File: src/rtl/ah_pkt_conv_pkg.sv
// Shared helpers for the wide/narrow packet converters: sizing functions and lane slicing.
package ah_pkt_conv_pkg;

  localparam int PAD_MAX = 256;
  localparam int NW_MAX  = 64;

  function automatic int clog2(input int v);
    int r;
    for (r = 0; (1 << r) < v; r++) ;
    return r;
  endfunction

  function automatic int lanes_of(input int wide_w, input int narrow_w);
    return (wide_w + narrow_w - 1) / narrow_w;
  endfunction

  // Lane 0 is the most significant narrow slice of the left-aligned padded vector.
  function automatic logic [NW_MAX-1:0] lane_extract(input logic [PAD_MAX-1:0] padded,
                                                     input int lanes, input int narrow_w,
                                                     input int idx);
    logic [PAD_MAX-1:0] s;
    s = padded >> ((lanes - 1 - idx) * narrow_w);
    return s[NW_MAX-1:0] & ((NW_MAX'(1) << narrow_w) - 1'b1);
  endfunction

endpackage

File: src/rtl/ah_pkt_fifo.sv
// Small synchronous FIFO with head read; push when full and pop when empty are ignored.
module ah_pkt_fifo
  import ah_pkt_conv_pkg::*;
#(
  parameter int WIDTH = 8,
  parameter int DEPTH = 2
) (
  input  logic             clk,
  input  logic             rstn,
  input  logic             push,
  input  logic [WIDTH-1:0] din,
  input  logic             pop,
  output logic [WIDTH-1:0] head,
  output logic             full,
  output logic             empty
);
  localparam int PW = (DEPTH > 1) ? clog2(DEPTH) : 1;
  localparam int CW = clog2(DEPTH + 1);

  logic [WIDTH-1:0] mem [DEPTH];
  logic [PW-1:0]    rd_ptr, wr_ptr;
  logic [CW-1:0]    count;
  logic             do_push, do_pop;

  function automatic logic [PW-1:0] nxt(input logic [PW-1:0] p);
    return (p == PW'(DEPTH - 1)) ? '0 : p + 1'b1;
  endfunction

  assign full    = (count == CW'(DEPTH));
  assign empty   = (count == '0);
  assign head    = mem[rd_ptr];
  assign do_push = push & ~full;
  assign do_pop  = pop & ~empty;

  always_ff @(posedge clk) begin
    if (do_push) mem[wr_ptr] <= din;
  end

  always_ff @(posedge clk or negedge rstn) begin
    if (!rstn) begin
      rd_ptr <= '0;
      wr_ptr <= '0;
      count  <= '0;
    end else begin
      if (do_push) wr_ptr <= nxt(wr_ptr);
      if (do_pop)  rd_ptr <= nxt(rd_ptr);
      case ({do_push, do_pop})
        2'b10:   count <= count + 1'b1;
        2'b01:   count <= count - 1'b1;
        default: ;
      endcase
    end
  end

endmodule

File: src/rtl/ah_packet_converter_w2n.sv
// Wide-to-narrow converter: buffers wide packets and serialises each into LANES narrow
// beats, MSB lane first, under upstream and downstream credit flow control.
module ah_packet_converter_w2n
  import ah_pkt_conv_pkg::*;
#(
  parameter int WIDE_W      = 15,
  parameter int NARROW_W    = 10,
  parameter int IN_DEPTH    = 2,
  parameter int OUT_CREDITS = 4
) (
  input  logic                clk,
  input  logic                rstn,
  input  logic [WIDE_W-1:0]   rdata,
  input  logic                rvalid,
  output logic                rcredit,
  output logic [NARROW_W-1:0] wdata,
  output logic                wvalid,
  input  logic                wcredit,
  output logic                err_overflow,
  output logic                err_credit
);
  localparam int LANES = lanes_of(WIDE_W, NARROW_W);
  localparam int PAD_W = LANES * NARROW_W;
  localparam int LW    = (LANES > 1) ? clog2(LANES) : 1;
  localparam int CW    = clog2(OUT_CREDITS + 1);

  logic [WIDE_W-1:0]   head;
  logic                full, empty, send, last, push, pop;
  logic [LW-1:0]       lane;
  logic [CW-1:0]       credit;
  logic [PAD_MAX-1:0]  padded;
  logic [NARROW_W-1:0] beat;

  assign padded = PAD_MAX'(head) << (PAD_W - WIDE_W);
  assign beat   = NARROW_W'(lane_extract(padded, LANES, NARROW_W, int'(lane)));
  assign send   = ~empty & (credit != '0);
  assign last   = (lane == LW'(LANES - 1));
  // A full FIFO drops the packet even if a pop frees a slot this same cycle.
  assign push   = rvalid & ~full;
  assign pop    = send & last;

  ah_pkt_fifo #(.WIDTH(WIDE_W), .DEPTH(IN_DEPTH)) u_fifo (
    .clk   (clk),
    .rstn  (rstn),
    .push  (push),
    .din   (rdata),
    .pop   (pop),
    .head  (head),
    .full  (full),
    .empty (empty)
  );

  always_ff @(posedge clk or negedge rstn) begin
    if (!rstn) begin
      lane         <= '0;
      credit       <= CW'(OUT_CREDITS);
      wdata        <= '0;
      wvalid       <= 1'b0;
      rcredit      <= 1'b0;
      err_overflow <= 1'b0;
      err_credit   <= 1'b0;
    end else begin
      wvalid  <= send;
      rcredit <= pop;
      if (send) begin
        wdata <= beat;
        lane  <= last ? '0 : lane + 1'b1;
      end
      if (rvalid && full) err_overflow <= 1'b1;
      case ({send, wcredit})
        2'b10: credit <= credit - 1'b1;
        2'b01: begin
          if (credit == CW'(OUT_CREDITS)) err_credit <= 1'b1;
          else                            credit     <= credit + 1'b1;
        end
        default: ;
      endcase
    end
  end

endmodule

File: config.mk
export PLATFORM = sky130hd
export DESIGN_NAME = ah_packet_converter_w2n
export DESIGN_NICKNAME = d
export VERILOG_FILES = /design/src/rtl/ah_pkt_conv_pkg.sv /design/src/rtl/ah_pkt_fifo.sv /design/src/rtl/ah_packet_converter_w2n.sv
export SDC_FILE = /design/constraint.sdc
export NUM_CORES = 1
export LEC_CHECK = 0
export CORE_ASPECT_RATIO = 1.2
export CORE_MARGIN = 3
export CORE_UTILIZATION = 45
export DETAILED_ROUTE_END_ITERATION = 10
export GPL_TIMING_DRIVEN = 0
export MAX_ROUTING_LAYER = met4
export PLACE_DENSITY = 0.69
export SLEW_MARGIN = 20
export SYNTH_ARGS = -nofsm -noshare
export SYNTH_HDL_FRONTEND = slang
export SYNTH_SLANG_ARGS = --single-unit
File: constraint.sdc
create_clock -name clk -period 4.9 [get_ports clk]
set_clock_uncertainty 0.2 [all_clocks]
set_input_delay 0.735 -clock clk [delete_from_list [all_inputs] [get_ports clk]]
set_output_delay 0.735 -clock clk [all_outputs]
set_load 0.005 [all_outputs]
Yosys cells after proc, flatten, opt, wreduce, memory -nomap -nowiden
Memories as Yosys holds them, arrays and structs flattened.
Index checks and enable logic that the tools add are counted.
{ "totals": {"ff_bits": 22, "ramBits": 30, "out_inout_bits": 14, "elab_cells": 50, "mem_count": 1} }
{ "classes": {"add_sub_neg": 8, "mul": 1, "eq_ne": 7, "shifts": 1, "muxes": 8, "bitwise": 7, "n_reduce_logical": 7} }
{ "mem_list": {"columns": ["memory", "words", "word_bits", "read_ports", "rd_ports_with_merged_regs", "write_ports", "line", "text"], "rows": [
  ["u_fifo.mem", 2, 15, 1, 0, 1, "ah_pkt_fifo.sv:20", "logic [WIDTH-1:0] mem [DEPTH];"]
]} }
{ "op_table": {"columns": ["cell", "count"], "rows": [
  ["right shift 20 x 32 -> 10 bit", 1],
  ["equality test 2 bit (second input constant)", 3],
  ["multiplier 2 x 4 -> 6 bit (second input constant)", 1],
  ["case mux 3 bit (2 select lines)", 1],
  ["bitwise AND 1 bit", 5],
  ["2-to-1 mux 1 bit", 5],
  ["equality test 2 x 1 -> 1 bit (second input constant)", 2],
  ["case mux 2 bit (2 select lines)", 1],
  ["AND reduction 2 bit", 2],
  ["nonzero test 2 bit", 2],
  ["adder 1 bit (second input constant)", 3],
  ["adder 3 x 1 -> 3 bit (second input constant)", 1],
  ["equality test 3 bit (second input constant)", 1],
  ["2-to-1 mux 3 bit", 1],
  ["nonzero test 3 bit", 1],
  ["subtractor 3 x 1 -> 3 bit (second input constant)", 1],
  ["adder 2 x 1 -> 2 bit (second input constant)", 1],
  ["logical NOT 2 bit", 1],
  ["inequality test 2 bit (second input constant)", 1],
  ["inverter 1 bit", 2],
  ["subtractor 1 x 1 -> 2 bit (first input constant)", 1],
  ["subtractor 2 x 1 -> 2 bit (second input constant)", 1],
  ["logical AND 1 bit", 1]
]} }

Depth between registers and ports, before layout
{ "logic_depth": {"ltp_word": 7, "depth_mapped": 8, "depth_no_buf": 6} }

Modules after synthesis
A second synthesis with hierarchy kept.
{ "unflattened": {"hier_cells": 141, "area_unflattened_um2": 2197.1} }
{ "by_module_without_submodules": {"columns": ["module", "instances", "cells_per_inst", "area_each_um2", "seq_area_each_um2"], "rows": [
  ["ah_pkt_fifo", 1, 65, 1322.5, 1001.0],
  ["ah_packet_converter_w2n", 1, 76, 874.6, 451.7]
]} }

Least setup slack after synthesis
OpenSTA, ideal clock, no wires.
{ "synth_path": {"path_kind": "register -> register", "start": "register credit[0]", "end": "register credit[2]", "setup_ns": 0.081, "arrival_time_ns": 2.091, "required_time_ns": 4.619, "slack_ns": 2.527, "path_stages_with_launch": 8, "path_buffers": 1, "path_cell_list": "dfrtp_1 -> o32ai_2 -> buf_2 -> nand2_1 -> fa_1 -> or2_2 -> o31a_1 -> o211ai_1"} }
{ "synth_between": {"elab_chain_cells": 5, "elab_cells_between_ends": 12} }
{ "synth_rtl": {"columns": ["item", "line", "text"], "rows": [
  ["start, declared", "ah_packet_converter_w2n.sv:30", "logic [CW-1:0] credit;"],
  ["start signal, assigned", "ah_packet_converter_w2n.sv:56", "credit <= CW'(OUT_CREDITS);"],
  ["start signal, assigned", "ah_packet_converter_w2n.sv:71", "2'b10: credit <= credit - 1'b1;"],
  ["start signal, assigned", "ah_packet_converter_w2n.sv:74", "else credit <= credit + 1'b1;"],
  ["nonzero test 3 bit", "ah_packet_converter_w2n.sv:36", "assign send = ~empty & (credit != '0);"],
  ["bitwise AND 1 bit", "ah_packet_converter_w2n.sv:36", null],
  ["equality test 2 x 1 -> 1 bit or equality test 2 bit (tied branches)", "ah_packet_converter_w2n.sv:70", "case ({send, wcredit})"],
  ["inequality test 2 bit (no line) or nonzero test 2 bit (tied branches)", null, null],
  ["AND reduction 2 bit (no line)", null, null]
]} }
Parallel ways exist; a longest one is shown, timed or not. The select of a mux whose other input is x is not followed.
A chain may end at the register's enable or synchronous reset.

Worst setup path in the final report
Ends and elaborated chain as after synthesis.

==> impl_metrics.env <==
export IMPL_routed_wl_mm=3.43
export IMPL_wl_per_cell_um=15.6
export IMPL_cts_hold_buffers_added=0
export IMPL_post_route_drc_count=0
export IMPL_cts_buffers=5
export IMPL_dp_cells=212
export IMPL_num_vias=1137
export IMPL_syn_num_nets=146
export IMPL_fin_crit_sh=0.530
export IMPL_core_area_mm2=0.00436
export IMPL_synth_edf_count=30
export IMPL_cpPeakStageDelay_ns=0.46
export IMPL_ys_ff_latch=52
export IMPL_relSlewSlack=0.360
export IMPL_muxShareOfSynthArea=0.112
export IMPL_portBuffers=31
export IMPL_critPathCaptureType="flip-flop"
export IMPL_cellLeakagePower_nw=0.955
export IMPL_post_cts_buffers=0
export IMPL_ir_worst_vdd_uv=271
export IMPL_crit_fanout=10
export IMPL_critPathLaunchType="flip-flop"
export IMPL_max_cap_violations=0
export IMPL_cts_tree="yes"
export IMPL_yosysSeqAreaShare=0.700
export IMPL_clk_path_buf_depth=2
export IMPL_grt_first_pass_wirelength_mm=5.73
export IMPL_instances_no_fill=220
export IMPL_io_pins=33
export IMPL_hold_path_class="flip-flop to flip-flop"
export IMPL_syn_area_per_cell_um2=16.6
export IMPL_maxSlewViolCount=0
export IMPL_die_h_um=80.4
export IMPL_yosysUniqueCellTypes=35
export IMPL_period_minus_slack_ns=2.60
export IMPL_yosysWarnings=0
export IMPL_initial_core_util=0.476
export IMPL_fin_util=0.582
export IMPL_power_w=0.00158
export IMPL_final_cell_mix="clkdlybuf4s50_1 (31), edfxtp_1 (30), dfrtp_1 (21)"
export IMPL_synthAdderAreaFrac=0.0157
export IMPL_nNetsFinal=184
export IMPL_power_density_mw_per_mm2=623
export IMPL_drt_first_iter_violations=50
export IMPL_async_reset_ff_frac=0.423
export IMPL_whs_ns=0.282
export IMPL_routed_via_density=5.17
export IMPL_multiInputGateArea_um2=568
export IMPL_outcome="complete, no violations"
export IMPL_grt_pass1_vias=1256
export IMPL_antenna_left=0
export IMPL_cts_resized=0
export IMPL_synth_compound_area_frac=0.0682
export IMPL_syn_area_mm2=0.00207
export IMPL_required_ns=4.93
export IMPL_clock_root_buffer="clkbuf_8"
export IMPL_area_delta_synth_final_pct=22.4
export IMPL_firstDrtPassIters=4
export IMPL_slowest_stage="dfrtp_1"
export IMPL_cp_arrival_ns=2.63
export IMPL_synthSimpleGateAreaFrac=0.0470
export IMPL_fmax_mhz=385
export IMPL_final_common_cell="clkdlybuf4s50_1"
export IMPL_fin_setup_tns_ns=0
export IMPL_grt_max_degree=23
export IMPL_grt_setup_unrepaired="no"
export IMPL_track_usage=0.152
export IMPL_finalSetupViolations=0
export IMPL_tightest_slew_ns=0.958
export IMPL_synth_xor_xnor_area_share=0.0296
export IMPL_crit_chain="o32ai_2 -> buf_2 -> nand2_1 -> fa_1 -> or2_2 -> o31a_1 -> o211ai_1"
export IMPL_cts_htree_levels=2
export IMPL_finalHoldViolCount=0
export IMPL_path_class="flip-flop to flip-flop"
export IMPL_n_fill_cell=356
export IMPL_seqCellArea_mm2=0.00145
export IMPL_synth_main_ff_cell="edfxtp_1"
export IMPL_row_count=26
export IMPL_place_hpwl_mm=2.44
export IMPL_clkLatencyLatePin_ns=0.30
export IMPL_netlist_instances=125
export IMPL_path_clk_slew_ns=0.09
export IMPL_fp_dieW_um=68.0
export IMPL_gp_congestion=0.686
export IMPL_dieArea_mm2=0.00546
export IMPL_antennaDiodeCount=0
export IMPL_antenna_found_initial=0
export IMPL_gr_total_overflow=0
export IMPL_drive_gt1_frac=0.159
export IMPL_synth_top_family_by_area="multiplexers"
export IMPL_cts_sinks=52
## final timing paths
kind | from | to | slack (ns) | cells past startpoint
setup / recovery | credit[0] | credit[2] | 2.30 | 7
hold / removal | err_credit | err_credit | 0.28 | 1
setup reg to reg | credit[0] | credit[2] | 2.30 | 7
hold reg to reg | err_credit | err_credit | 0.28 | 1
max in group asynchronous | rstn | wdata[7] | 3.15 | 1
min in group asynchronous | rstn | u_fifo.count[1] | 0.76 | 1
## layout make-up
type                    count  share of cell area
well taps                  56              0.0276
flip-flops and latches     52               0.572
plain buffers               6              0.0148
inverters                   5             0.00739
clock buffers               7              0.0301
repair buffers             31               0.122
clock inverters             1             0.00197
multi-input cells          62               0.224
## where the power goes
group | internal (W) | switching (W) | total, W
logic | 0.000348 | 0.000305 | 0.000653
clock network | 0.000100 | 0.000124 | 0.000225
registers | 0.000626 | 0.0000784 | 0.000704
## worst max-delay path: cells and delay by family, from the launching register on
kind            cells  cell delay, ns
compound gates      3            0.75
flops               1            0.46
simple gates        2            0.41
fa+ha+maj           1            0.40
buf+inv             1            0.29
## cells in the mapped netlist (all sizes together), types with 2 or more instances
cell    number  area share
nor2         7       0.013
xnor2        5       0.021
o31ai        5       0.018
mux4         5       0.056
nand2        7       0.013
o211ai       2      0.0072
nor3         2      0.0048
mux2i        6       0.029
dfrtp       21        0.25
buf          5       0.016
inv          5      0.0090
mux2         5       0.027
edfxtp      30        0.43
xor2         2      0.0084
## layer usage
metal  routed length, µm  vias to the layer above  GRT usage
met2                1970                       30      0.265
met4                  48                        0     0.0656
met1                1220                      561      0.155
met5                   0                        -          -
met3                 182                        5     0.0462
li1                    -                      541          -
## registers in the layout, indices dropped and copies added (netlist names), 2 cells and up
name	cells
credit	3
u_fifo.mem	30
u_fifo.count	2
wdata	10
## metrics by stage
stage | area [µm²] | worst slack, ns
floorplan | 2070 | 2.53
global placement | 2450 | 1.93
detailed placement | 2460 | 2.26
CTS | 2540 | 2.27
global route | 2540 | 2.12
finish | 2540 | 2.30
## kinds of logic (layout without fill, tap and decap cells)
logic type,count (synthesis),count (layout)
xor gates and xnor gates,7,7
AOI/OAI and AO/OA,16,16
buffers and inverters,11,50
DFF,52,52
muxes,16,16
adders and majority gates,2,2
and+or+nand+nor,21,21
(Power assumes the default switching activity.)
